`src/rtl/alu_share_arbiter_if.sv`:
```
// rtl/alu_share_arbiter_if.sv - request/response and shared-ALU signal bundle for alu_share_arbiter
// slave is the arbiter side; master is the client/ALU side.
interface alu_share_arbiter_if #(
  parameter int WIDTH = 5
);
  logic [1:0]         req_valid;
  logic [1:0]         req_ready;
  logic [2*WIDTH-1:0] req_a;
  logic [2*WIDTH-1:0] req_b;
  logic [3:0]         req_sel;
  logic [1:0]         rsp_valid;
  logic [1:0]         rsp_ready;
  logic [WIDTH-1:0]   rsp_data;
  logic [WIDTH-1:0]   alu_a;
  logic [WIDTH-1:0]   alu_b;
  logic [1:0]         alu_sel;
  logic [WIDTH-1:0]   alu_out;
  logic               busy;
  logic [7:0]         op_count;

  modport slave (
    input  req_valid, req_a, req_b, req_sel, rsp_ready, alu_out,
    output req_ready, rsp_valid, rsp_data, alu_a, alu_b, alu_sel, busy, op_count
  );

  modport master (
    output req_valid, req_a, req_b, req_sel, rsp_ready, alu_out,
    input  req_ready, rsp_valid, rsp_data, alu_a, alu_b, alu_sel, busy, op_count
  );
endinterface

```
`src/rtl/alu_share_arbiter.sv`:
```
// rtl/alu_share_arbiter.sv - two-requester arbiter sharing one combinational ALU slice
// Define ARB_FIXED_PRIO_EN for fixed priority (requester 0 wins ties); default is round-robin.
module alu_share_arbiter #(
  parameter int WIDTH         = 5,
  parameter int SETTLE_CYCLES = 1
) (
  input  logic                 clk,
  input  logic                 rst_n,
  alu_share_arbiter_if.slave   ifc
);

  typedef enum logic [1:0] {
    IDLE  = 2'd0,
    ISSUE = 2'd1,
    RESP  = 2'd2
  } state_t;

  localparam logic [3:0] SETTLE_LAST = 4'(SETTLE_CYCLES - 1);

  state_t           state_q;
  logic [WIDTH-1:0] a_q;
  logic [WIDTH-1:0] b_q;
  logic [1:0]       sel_q;
  logic             gnt_q;
  logic [3:0]       cnt_q;
  logic [WIDTH-1:0] res_q;
  logic [1:0]       rsp_valid_q;
  logic [7:0]       op_count_q;

  logic             gnt_d;
  logic [1:0]       ready_d;
  logic             accept;
  logic [WIDTH-1:0] a_d;
  logic [WIDTH-1:0] b_d;
  logic [1:0]       sel_d;

`ifdef ARB_FIXED_PRIO_EN
  always_comb begin
    gnt_d = ~ifc.req_valid[0];
  end
`else
  logic last_q;

  // On a tie the requester not served last wins; otherwise whoever is asking.
  always_comb begin
    if (&ifc.req_valid) begin
      gnt_d = ~last_q;
    end else begin
      gnt_d = ~ifc.req_valid[0];
    end
  end

  always_ff @(posedge clk or negedge rst_n) begin
    if (!rst_n) begin
      last_q <= 1'b1;
    end else if (accept) begin
      last_q <= gnt_d;
    end
  end
`endif

  always_comb begin
    ready_d = 2'b00;
    if (state_q == IDLE) begin
      ready_d = ifc.req_valid & (gnt_d ? 2'b10 : 2'b01);
    end
  end

  assign accept = |ready_d;
  assign a_d    = gnt_d ? ifc.req_a[2*WIDTH-1:WIDTH] : ifc.req_a[WIDTH-1:0];
  assign b_d    = gnt_d ? ifc.req_b[2*WIDTH-1:WIDTH] : ifc.req_b[WIDTH-1:0];
  assign sel_d  = gnt_d ? ifc.req_sel[3:2] : ifc.req_sel[1:0];

  always_ff @(posedge clk or negedge rst_n) begin
    if (!rst_n) begin
      state_q     <= IDLE;
      a_q         <= '0;
      b_q         <= '0;
      sel_q       <= 2'b00;
      gnt_q       <= 1'b0;
      cnt_q       <= 4'd0;
      res_q       <= '0;
      rsp_valid_q <= 2'b00;
      op_count_q  <= 8'd0;
    end else begin
      case (state_q)
        IDLE: begin
          if (accept) begin
            a_q     <= a_d;
            b_q     <= b_d;
            sel_q   <= sel_d;
            gnt_q   <= gnt_d;
            cnt_q   <= 4'd0;
            state_q <= ISSUE;
          end
        end
        ISSUE: begin
          if (cnt_q == SETTLE_LAST) begin
            res_q       <= ifc.alu_out;
            rsp_valid_q <= gnt_q ? 2'b10 : 2'b01;
            state_q     <= RESP;
          end else begin
            cnt_q <= cnt_q + 4'd1;
          end
        end
        RESP: begin
          if (ifc.rsp_ready[gnt_q]) begin
            rsp_valid_q <= 2'b00;
            op_count_q  <= op_count_q + 8'd1;
            state_q     <= IDLE;
          end
        end
        default: begin
          state_q <= IDLE;
        end
      endcase
    end
  end

  // ALU inputs come only from the latched operands so they never toggle outside ISSUE.
  assign ifc.alu_a     = a_q;
  assign ifc.alu_b     = b_q;
  assign ifc.alu_sel   = sel_q;
  assign ifc.req_ready = ready_d;
  assign ifc.rsp_valid = rsp_valid_q;
  assign ifc.rsp_data  = res_q;
  assign ifc.busy      = (state_q != IDLE);
  assign ifc.op_count  = op_count_q;

endmodule

```
`src/flat_wrapper.sv`:
```
// flat-port wrapper written by rule: the top's interface ports become plain ports
module alu_share_arbiter_flat 
#(
  parameter int WIDTH         = 5,
  parameter int SETTLE_CYCLES = 1
)
  (clk, rst_n, ifc_req_valid, ifc_req_a, ifc_req_b, ifc_req_sel, ifc_rsp_ready, ifc_alu_out, ifc_req_ready, ifc_rsp_valid, ifc_rsp_data, ifc_alu_a, ifc_alu_b, ifc_alu_sel, ifc_busy, ifc_op_count);
  alu_share_arbiter_if #(.WIDTH(WIDTH)) ifc_i ();
  input  logic clk;
  input  logic rst_n;
  input wire logic [$bits(ifc_i.req_valid)-1:0] ifc_req_valid;
  input wire logic [$bits(ifc_i.req_a)-1:0] ifc_req_a;
  input wire logic [$bits(ifc_i.req_b)-1:0] ifc_req_b;
  input wire logic [$bits(ifc_i.req_sel)-1:0] ifc_req_sel;
  input wire logic [$bits(ifc_i.rsp_ready)-1:0] ifc_rsp_ready;
  input wire logic [$bits(ifc_i.alu_out)-1:0] ifc_alu_out;
  output wire logic [$bits(ifc_i.req_ready)-1:0] ifc_req_ready;
  output wire logic [$bits(ifc_i.rsp_valid)-1:0] ifc_rsp_valid;
  output wire logic [$bits(ifc_i.rsp_data)-1:0] ifc_rsp_data;
  output wire logic [$bits(ifc_i.alu_a)-1:0] ifc_alu_a;
  output wire logic [$bits(ifc_i.alu_b)-1:0] ifc_alu_b;
  output wire logic [$bits(ifc_i.alu_sel)-1:0] ifc_alu_sel;
  output wire logic [$bits(ifc_i.busy)-1:0] ifc_busy;
  output wire logic [$bits(ifc_i.op_count)-1:0] ifc_op_count;
  assign ifc_i.req_valid = ifc_req_valid;
  assign ifc_i.req_a = ifc_req_a;
  assign ifc_i.req_b = ifc_req_b;
  assign ifc_i.req_sel = ifc_req_sel;
  assign ifc_i.rsp_ready = ifc_rsp_ready;
  assign ifc_i.alu_out = ifc_alu_out;
  assign ifc_req_ready = ifc_i.req_ready;
  assign ifc_rsp_valid = ifc_i.rsp_valid;
  assign ifc_rsp_data = ifc_i.rsp_data;
  assign ifc_alu_a = ifc_i.alu_a;
  assign ifc_alu_b = ifc_i.alu_b;
  assign ifc_alu_sel = ifc_i.alu_sel;
  assign ifc_busy = ifc_i.busy;
  assign ifc_op_count = ifc_i.op_count;
  alu_share_arbiter #(.WIDTH(WIDTH), .SETTLE_CYCLES(SETTLE_CYCLES)) u_core (.clk(clk), .rst_n(rst_n), .ifc(ifc_i));
endmodule
```
`config.mk`:
```
export PLATFORM = sky130hd
export DESIGN_NAME = alu_share_arbiter_flat
export DESIGN_NICKNAME = d
export VERILOG_FILES = /design/src/rtl/alu_share_arbiter_if.sv /design/src/rtl/alu_share_arbiter.sv /design/src/flat_wrapper.sv
export SDC_FILE = /design/constraint.sdc
export NUM_CORES = 1
export LEC_CHECK = 0
export ABC_CLOCK_PERIOD_IN_PS = 2300
export CORE_MARGIN = 1
export CORE_UTILIZATION = 40
export DETAILED_ROUTE_END_ITERATION = 10
export DONT_BUFFER_PORTS = 1
export PLACE_DENSITY = 0.61
export SYNTH_ARGS = -nofsm -noshare
export SYNTH_HDL_FRONTEND = slang
export SYNTH_SLANG_ARGS = --single-unit
```
`constraint.sdc`:
```
create_clock -name clk -period 2.3 [get_ports clk]
set_input_delay 0.23 -clock clk [delete_from_list [all_inputs] [get_ports clk]]
set_output_delay 0.23 -clock clk [all_outputs]
set_load 0.03 [all_outputs]
```
==> flow_summary.ini <==
[run_status]
outcome = finished, final reports clean

[worst_setup_path]
worstSetupEndpointType = output pin
cp_data_required_time_ns = 2.07
rr_worst_depth = 5
r2r_slack_ns = 0.42
crit_type = reg2out
start_kind = flip-flop
cp_max_fo = 9
r2r_end = u_core.ifc.rsp_data[4]$_DFFE_PN0P_
worstPathArrival_ns = 1.78
r2r-start = u_core.cnt_q[0]$_DFFE_PN0P_

[cts]
cts_buffer_depth = 2
htreeDepth = 2
cts_tree = yes
clk_pin_slew_worst_paths_ns = 0.07
root_buffer = clkbuf_8
numCtsBuffers = 5
clk_latency_ns = 0.28
post_cts_buffers = 0
clock-sinks = 35

[final_layout]
antenna_cells = 0
drive_above_1_share = 0.144
nets = 204
final_common_cell = dfrtp_1
area_delta_synth_final_pct = 12.8
layout_common_cells = dfrtp_1 (34), o21ai_0 (15), a21oi_1 (15), nand3b_1 (13), a31oi_1 (13)
fill_cells = 388

[detailed_routing]
via_count = 1270
drcViolationCount = 0
wl_per_cell_um = 16.9
routed_wl_um = 3670
via_per_inst = 5.85
drt_first_pass_iters = 4
ant_nets = 0
first_iter_violations = 54

[grt]
grt_max_degree = 36
grt_pass1_wl_um = 5750
grt_usage = 0.173
antenna_found_initial = 0
grt_pass1_vias = 1299
overflow = 0

[synth]
syn_avg_cell_area_um2 = 10.5
synth_warnings = 0
synth_enable_flop_cells = 0
synth_top_flop_cell = dfrtp_1
synth_area_um2 = 1700
syn-num-nets = 200
async_reset_ff_frac = 1.00
yosysSeqAreaShare = 0.516
synthCells = 162
ys_ff_latch = 35
ys_types = 39

[timing]
period_share = 0.875
min_period_ns = 2.01
tns_ns = 0
fmax_mhz = 497
max-slew-margin-rel = 0.639
finalHoldViolCount = 0
worstMarginPinSlew_ns = 0.540
holdWs_ns = 0.0277
clock_skew_ns = 0.00732
rsz0062_at_grt = no
maxSlewViolCount = 0
setup_violations = 0

[worst_hold_path]
worstHoldStart = ifc_req_valid[0]
hold_path_end = u_core.last_q$_DFFE_PN1P_
min_path_cells = 1
hold_class = in2reg

[die]
fp.dieW_um = 67.2
io_pins = 65
core_um2 = 4030
die_area_um2 = 4510
fp.dieH_um = 67.2
start_util = 0.422
num_rows = 23

[placed_design]
port_buffers = 0
place.gp.congestion = 0.799
detailed_place_hpwl_um = 2680

[power_and_ir_drop]
power.leakage_uw = 0.000792
power_density_nw_per_um2 = 1610
ir_worst_vdd_v = 0.000648

[run]
maxCapViolCount = 0
## cells in the mapped netlist (2+ instances only)
master | number | share of area
mux2_2 | 7 | 0.046
nand2b_1 | 2 | 0.0074
xor2_1 | 3 | 0.015
buf_2 | 3 | 0.0088
xnor2_1 | 4 | 0.021
o21ai_0 | 15 | 0.044
nor2_1 | 5 | 0.011
nand3_1 | 5 | 0.015
a31oi_1 | 13 | 0.048
ha_1 | 3 | 0.022
nor2b_1 | 2 | 0.0074
clkbuf_1 | 6 | 0.013
nand2_1 | 2 | 0.0044
inv_1 | 6 | 0.013
dfrtp_1 | 34 | 0.50
nand3b_1 | 13 | 0.057
a21oi_1 | 15 | 0.044
nor3_1 | 3 | 0.0088
## worst max path at each step
stage                                       start                                 end
detailed placement    u_core.cnt_q[0]$_DFFE_PN0P_  u_core.ifc.rsp_data[4]$_DFFE_PN0P_
CTS                 u_core.state_q[1]$_DFFE_PN0P_                    ifc_req_ready[0]
finish              u_core.state_q[1]$_DFFE_PN0P_                    ifc_req_ready[0]
global placement      u_core.cnt_q[0]$_DFFE_PN0P_  u_core.ifc.rsp_data[4]$_DFFE_PN0P_
floorplan           u_core.state_q[1]$_DFFE_PN0P_            u_core.gnt_q$_DFFE_PN0P_
global route        u_core.state_q[1]$_DFFE_PN0P_                    ifc_req_ready[0]
## metal layers
metal,track usage,share of wire,up-vias
met2,0.290,0.50,52
met3,0.0693,0.080,5
li1,-,-,594
met5,0,0,-
met1,0.201,0.42,619
met4,0.0505,0.0063,0
## worst max-delay path: stages (launching register included)
cell	delay [ns]
dfrtp_1	0.43
nor2_1	0.46
inv_1	0.12
nor3_1	0.27
buf_4	0.22
## per-stage QoR
stage	worst slack (ns)	instances	utilization	area, um^2	power (uW)
floorplan	0.403	162	-	1700	2200
global placement	0.522	207	0.435	1750	2390
detailed placement	0.451	207	0.435	1750	2430
CTS	0.282	217	0.476	1920	3110
global route	0.102	217	0.476	1920	3270
finish	0.288	217	0.476	1920	3080
## sequential cells by signal, summed over array words and instances, names as in the netlist
name	count
u_core.ifc.alu_sel	2
u_core.ifc.alu_b	5
u_core.ifc.op_count	8
u_core.cnt_q	4
u_core.ifc.alu_a	5
u_core.state_q	2
u_core.gnt_q	1
u_core.last_q	1
u_core.ifc.rsp_data	5
u_core.ifc.rsp_valid	2
## where the power goes
| group | total [uW] | internal (uW) | leakage, uW | switching [uW] |
|---|---|---|---|---|
| clock | 656 | 433 | 0.0000654 | 222 |
| sequential | 1570 | 884 | 0.000420 | 688 |
| combinational | 851 | 394 | 0.000307 | 457 |
## layout make-up
type                       count  area [um^2]  share of cell area
sequential                    35          877               0.458
multi-input combinational    110          747               0.390
tap                           50         62.6              0.0326
inverter                       6         22.5              0.0117
timing repair buffer           8         75.1              0.0392
clock inverter                 2         60.1              0.0313
clock buffer                   6         72.6              0.0379
## kinds of logic after synthesis
family | count (synthesis) | share of synthesized area
flops | 35 | 0.516
simple gates | 41 | 0.151
compound gates | 51 | 0.178
buf+inv | 17 | 0.0442
xor+xnor | 7 | 0.0361
fa+ha+maj | 3 | 0.0221
mux | 8 | 0.0523
## repair_timing
item / 4_1_cts / 5_1_grt
resized for setup: 0 / 0
hold endpoints to repair: 35 / 0
hold buffers: 2 / 0
No activity file was read; power rests on OpenSTA's default activity.
